$ cat src/rtl/prime_pkg.sv
// prime_pkg: constants and types shared by the prime lookup and its scan
// sequencer.
//   N_W      operand width of the lookup
//   MAX_N    highest operand covered by the lookup table
//   CNT_W    prime counter width (72 primes in 0..360)
//   scan_state_t  sequencer states
//   prime_table() builds the primality bit vector for 0..MAX_N at elaboration
package prime_pkg;

    localparam int N_W   = 9;
    localparam int MAX_N = 360;
    localparam int CNT_W = 7;

    localparam logic [N_W-1:0] MAX_N_V = N_W'(MAX_N);

    typedef enum logic [1:0] {
        IDLE  = 2'd0,
        SCAN  = 2'd1,
        DRAIN = 2'd2,
        DONE  = 2'd3
    } scan_state_t;

    // Bit n is set when n is prime. Evaluated as a constant function.
    function automatic logic [MAX_N:0] prime_table();
        logic [MAX_N:0] t;
        for (int n = 0; n <= MAX_N; n++) begin
            t[n] = (n >= 2);
            for (int d = 2; d * d <= n; d++) begin
                if (n % d == 0) t[n] = 1'b0;
            end
        end
        return t;
    endfunction

endpackage

$ cat src/rtl/prime.sv
// prime: registered primality lookup for 0..MAX_N.
//   clk     system clock, rising edge
//   reset   asynchronous, active-high
//   number  operand to look up
//   result  1 when the operand presented last cycle is prime
// Operands above MAX_N are not covered; for them result holds its
// previous value, so the consumer must mask them.
module prime
    import prime_pkg::*;
(
    input  logic           clk,
    input  logic           reset,
    input  logic [N_W-1:0] number,
    output logic           result
);

    localparam logic [MAX_N:0] TABLE = prime_table();

    always_ff @(posedge clk or posedge reset) begin
        if (reset) begin
            result <= 1'b0;
        end else if (number <= MAX_N_V) begin
            result <= TABLE[number];
        end
    end

endmodule

$ cat src/rtl/prime_scan_ctrl.sv
// prime_scan_ctrl: walks a number range through the prime lookup one
// operand per clock, counting primes (COUNT) or stopping at the first
// prime (FIND).
//   clk, reset   clock and asynchronous active-high reset
//   start        one-cycle request, sampled only in IDLE
//   mode         0 = COUNT, 1 = FIND (latched with start)
//   lo, hi       inclusive range bounds (latched with start, hi clipped to MAX_N)
//   busy         high whenever the state is not IDLE
//   done         one-cycle completion pulse
//   found        FIND located a prime
//   count        primes seen in the scanned range
//   value        located prime in FIND, else 0
//   dbg_state_o  current sequencer state
// Handshake: start is a single-cycle request accepted only while busy is
// low; a start seen while busy is dropped, never queued.
module prime_scan_ctrl
    import prime_pkg::*;
(
    input  logic             clk,
    input  logic             reset,
    input  logic             start,
    input  logic             mode,
    input  logic [N_W-1:0]   lo,
    input  logic [N_W-1:0]   hi,
    output logic             busy,
    output logic             done,
    output logic             found,
    output logic [CNT_W-1:0] count,
    output logic [N_W-1:0]   value,
    output scan_state_t      dbg_state_o
);

    scan_state_t    state_q;
    logic           mode_q;
    logic [N_W-1:0] hi_q;
    logic [N_W-1:0] cur_q;
    logic           tag_vld_q;
    logic [N_W-1:0] tag_val_q;
    logic           result;
    logic [N_W-1:0] hi_eff;
    logic           hit;

    assign hi_eff      = (hi > MAX_N_V) ? MAX_N_V : hi;
    assign dbg_state_o = state_q;

    // The tag pairs each lookup result with the operand that produced it,
    // one cycle after issue. Operands beyond the table are forced non-prime.
    assign hit = tag_vld_q && result && (tag_val_q <= MAX_N_V);

    prime u_prime (
        .clk    (clk),
        .reset  (reset),
        .number (cur_q),
        .result (result)
    );

    always_ff @(posedge clk or posedge reset) begin
        if (reset) begin
            state_q   <= IDLE;
            mode_q    <= 1'b0;
            hi_q      <= '0;
            cur_q     <= '0;
            tag_vld_q <= 1'b0;
            tag_val_q <= '0;
            busy      <= 1'b0;
            done      <= 1'b0;
            found     <= 1'b0;
            count     <= '0;
            value     <= '0;
        end else begin
            done      <= 1'b0;
            tag_vld_q <= 1'b0;
            case (state_q)
                IDLE: begin
                    if (start) begin
                        mode_q <= mode;
                        hi_q   <= hi_eff;
                        count  <= '0;
                        found  <= 1'b0;
                        value  <= '0;
                        busy   <= 1'b1;
                        if (lo > hi_eff) begin
                            state_q <= DONE;
                            done    <= 1'b1;
                        end else begin
                            cur_q   <= lo;
                            state_q <= SCAN;
                        end
                    end
                end
                SCAN: begin
                    if (hit && mode_q) begin
                        // First prime in FIND: abandon the operand issued this cycle.
                        count   <= count + CNT_W'(1);
                        found   <= 1'b1;
                        value   <= tag_val_q;
                        state_q <= DONE;
                        done    <= 1'b1;
                    end else begin
                        if (hit) count <= count + CNT_W'(1);
                        tag_vld_q <= 1'b1;
                        tag_val_q <= cur_q;
                        if (cur_q == hi_q) state_q <= DRAIN;
                        else               cur_q   <= cur_q + 1'b1;
                    end
                end
                DRAIN: begin
                    if (hit) begin
                        count <= count + CNT_W'(1);
                        if (mode_q) begin
                            found <= 1'b1;
                            value <= tag_val_q;
                        end
                    end
                    state_q <= DONE;
                    done    <= 1'b1;
                end
                DONE: begin
                    state_q <= IDLE;
                    busy    <= 1'b0;
                end
                default: begin
                    state_q <= IDLE;
                    busy    <= 1'b0;
                end
            endcase
        end
    end

endmodule

$ cat config.mk
export PLATFORM = sky130hd
export DESIGN_NAME = prime_scan_ctrl
export DESIGN_NICKNAME = d
export VERILOG_FILES = /design/src/rtl/prime_pkg.sv /design/src/rtl/prime.sv /design/src/rtl/prime_scan_ctrl.sv
export SDC_FILE = /design/constraint.sdc
export NUM_CORES = 1
export LEC_CHECK = 0
export ABC_AREA = 1
export CAP_MARGIN = 5
export CORE_UTILIZATION = 61
export DETAILED_ROUTE_END_ITERATION = 10
export PLACE_DENSITY = 0.83
export SETUP_SLACK_MARGIN = 0.5
export SYNTH_ARGS = -nofsm -noshare
export SYNTH_HDL_FRONTEND = slang
export SYNTH_SLANG_ARGS = --single-unit
$ cat constraint.sdc
create_clock -name clk -period 3.46 [get_ports clk]
set_input_delay 0.346 -clock clk [delete_from_list [all_inputs] [get_ports clk]]
set_output_delay 0.346 -clock clk [all_outputs]
set_load 0.005 [all_outputs]
==> metrics.txt <==
Skew-Pair Late Insertion Delay=0.31 ns; diode count=0; relative slew slack=0.3171; busiest metal layer after global routing=met2; initial DRC count=233; drt first pass iters=5; vias in the first global route=3,065; synthesis-to-layout area growth=15.12%; largest net degree at the start of global routing=52; initial antenna violation count=0; Crit path depth=21; worst flop-to-flop path endpoint=cur_q[3]; fin. max-slew vios=0; Post-CTS Setup Inserts=0; die width=78.30 um; HPWL after DPL=6128 um; die area=6130 um^2; GRT Total Usage=0.2774; number of nets still failing antenna checks after routing=0; grt met3 use=0.03140; syn nets=534; Worst Skew=0.008079 ns; CORE AREA=5574 um^2; cell row count=27; crit end category=flop; fmax=0.3687 GHz; R2R cell count=8; met2 Usage GRT=0.4605; post-synthesis cell type count=40; Post-Syn Instances=493; CTS tree=built; leakage power=2.069 nW; CTS buffer count=5; deepest clock path buffer count=2; crit-path max FO=6; FF-to-FF Start=dbg_state_o[1]; first-pass GRT wire length=13,440 um; port buffer count=42; sequential share of the synthesized area=0.3594; Sink Count=51; Initial Util=0.6370; crit-path leading delay family=simple AND/OR/NAND/NOR gates; IO Pins=43; wirelength, routed=8053 um; largest stage delay on the critical path=0.44 ns; residual DRC count=0; GR Overflow Total=0; worst setup path start=hi[7]; Final Hold Fails=0; fin util=0.7333; H-tree depth=2; Crit Path Category=in -> reg; MaxCap Viol Count=0; cell repeated most along the worst path=nand2_1; Setup TNS=0 ns; vias per cell=5.500; # fillers=472; worst slew pin tran=1.023 ns; CP required=3.71 ns; Min-Delay Path Class=reg -> reg; crit path launch type=input port; Mapped Area=3551 um^2; CP Capture Point=cur_q[3]; unrepaired setup endpoints after global routing=no; reg2reg setup slack=1.11 ns; Nets=570; fin crit period=2.712 ns; slowest CP cell=clkdlybuf4s50_1; VDD IR max=0.0005418 V; fin crit share=0.7839; Vias=3,311; power per standard cell area=834.7 nW/um^2; CP Cell Sequence=clkdlybuf4s50_1, inv_1, nand4_1, nor3_1, nand2_1, nand2_2, inv_1, or2_2, inv_1, ha_1, nand2_1, inv_1, nand2_1, nand2_1, nand2_1, nand3_1, nand3_2, nand2_1, nor2_2, nand2_1, nand2_1; status=finished clean; layout cells sized above 1=0.08113; mean area per synthesized cell=7.203 um^2; CP bufs+invs=5; setup violators final=0; CTS hold repair buffers=0; Synth Warn #=0; Resized Gates After CTS=0; GPL Wtd Cong=0.9319; wire per inst=13.38 um; Root Driver=clkbuf_8; Arr. time, crit path=2.96 ns; met1 GRT Util=0.3623; Worst-path clk slew=0.10 ns; DIE HEIGHT=78.30 um; flops & latches, synth=51
## area by class of cell
type / instances / area [um^2] / share of cell area
multi-input cells: 370 / 1963 / 0.4803
flip-flops and latches: 51 / 1276 / 0.3122
repair buffers: 42 / 420.4 / 0.1028
inverters: 59 / 221.5 / 0.05418
clock buffers: 5 / 68.82 / 0.01684
clock inverters: 3 / 47.55 / 0.01163
well taps: 72 / 90.09 / 0.02204
## cell families after synthesis
kind of cell	Yosys count	synth area share
adder cells (fa/ha/maj)	19	0.06695
AND/OR/NAND/NOR	278	0.3555
buffers and inverters	73	0.09337
XOR/XNOR	11	0.02713
AO/OA/AOI/OAI	60	0.09479
multiplexers	1	0.002819
flip-flops	51	0.3594
## per-stage QoR
step / instance area [um^2] / total power [mW] / instances / setup WS [ns] / hold slack (ns)
after floorplan: 3551 / 2.483 / 493 / 1.195 / 0.4487
after global placement: 3951 / 2.880 / 593 / 0.5799 / 0.4539
after detailed placement: 3951 / 2.932 / 593 / 0.4130 / 0.4604
after CTS: 4068 / 3.364 / 601 / 0.7355 / 0.4844
after global routing: 4088 / 3.703 / 602 / 0.5473 / 0.5141
final: 4088 / 3.412 / 602 / 0.7478 / 0.4815
## worst min-delay path: stages, from the launching register on
cell and delay, ns:
dfrtp_1 0.36, nand2_1 0.05, nand2_1 0.05
## cells in the mapped netlist
master,n,area [um^2]
or2_0,1,6.260
nor2_4,3,33.78
buf_2,4,20.02
o21ai_2,1,8.760
nor3_4,1,16.27
a22oi_1,2,15.01
xor2_1,8,70.07
o211ai_1,1,7.510
nand3_4,2,35.03
clkbuf_1,2,7.510
o21ai_4,1,16.27
a31o_2,1,8.760
nor3_1,4,20.02
buf_6,6,67.56
mux2i_1,1,10.01
a21oi_2,1,8.760
nor3_2,2,20.02
nand3b_1,1,7.510
nand3_2,2,20.02
nor2_2,2,12.51
xnor2_1,3,26.28
ha_1,19,237.7
dfrtp_1,51,1276
inv_2,6,22.52
o22ai_1,1,6.260
inv_1,53,198.9
o21ai_1,15,75.07
or2_2,2,12.51
nor2_1,30,112.6
nand2_2,4,25.02
buf_4,2,15.01
o21ai_0,23,115.1
nand3_1,37,185.2
nand4_1,9,56.30
o21a_1,1,7.510
a21oi_1,11,55.05
nand4_2,1,12.51
a31oi_1,2,12.51
nand2_4,3,33.78
nand2_1,174,653.1
## cell usage in the layout, fill, tap and decap left out, types with 2 or more instances in the layout
master,n
nor3_2,2
inv_1,52
a22oi_1,2
o21ai_1,15
ha_1,19
a31oi_1,2
nand2_4,3
clkdlybuf4s50_1,42
nand3_1,36
nand3_4,2
nor2_2,3
nand4_1,9
inv_2,7
clkbuf_8,5
nand2_2,4
nor2_1,30
dfrtp_1,51
nor3_1,4
nor2_4,3
o21ai_0,23
nand3_2,3
xnor2_1,3
a21oi_1,11
xor2_1,8
nand2_1,174
or2_2,2
## state kept, by name, indices dropped and copies added, names as in the netlist, 2 cells and up
signal,flops
cur_q,9
hi_q,9
dbg_state_o,2
count,7
tag_val_q,9
value,9
## worst min-delay path by stage
stage | from | to | cells past startpoint
global placement | found | found | 2
CTS | value[4] | value[4] | 2
finish | value[8] | value[8] | 2
global route | value[2] | value[2] | 2
floorplan | u_prime.result | u_prime.result | 2
detailed placement | value[4] | value[4] | 2
## where the power goes
part,leakage (nW),switching (mW),total (mW),internal [mW]
combinational,1.35,1.14,1.84,0.701
sequential,0.657,0.303,1.14,0.836
clock,0.0587,0.213,0.432,0.220
total,2.07,1.66,3.41,1.76
## metal layers
metal / up-vias / share of wire
met4: 0 / 0.034
met5: - / 0
met2: 125 / 0.47
met1: 1497 / 0.45
met3: 29 / 0.045
li1: 1660 / -
Power figures use the tool's default switching activity.
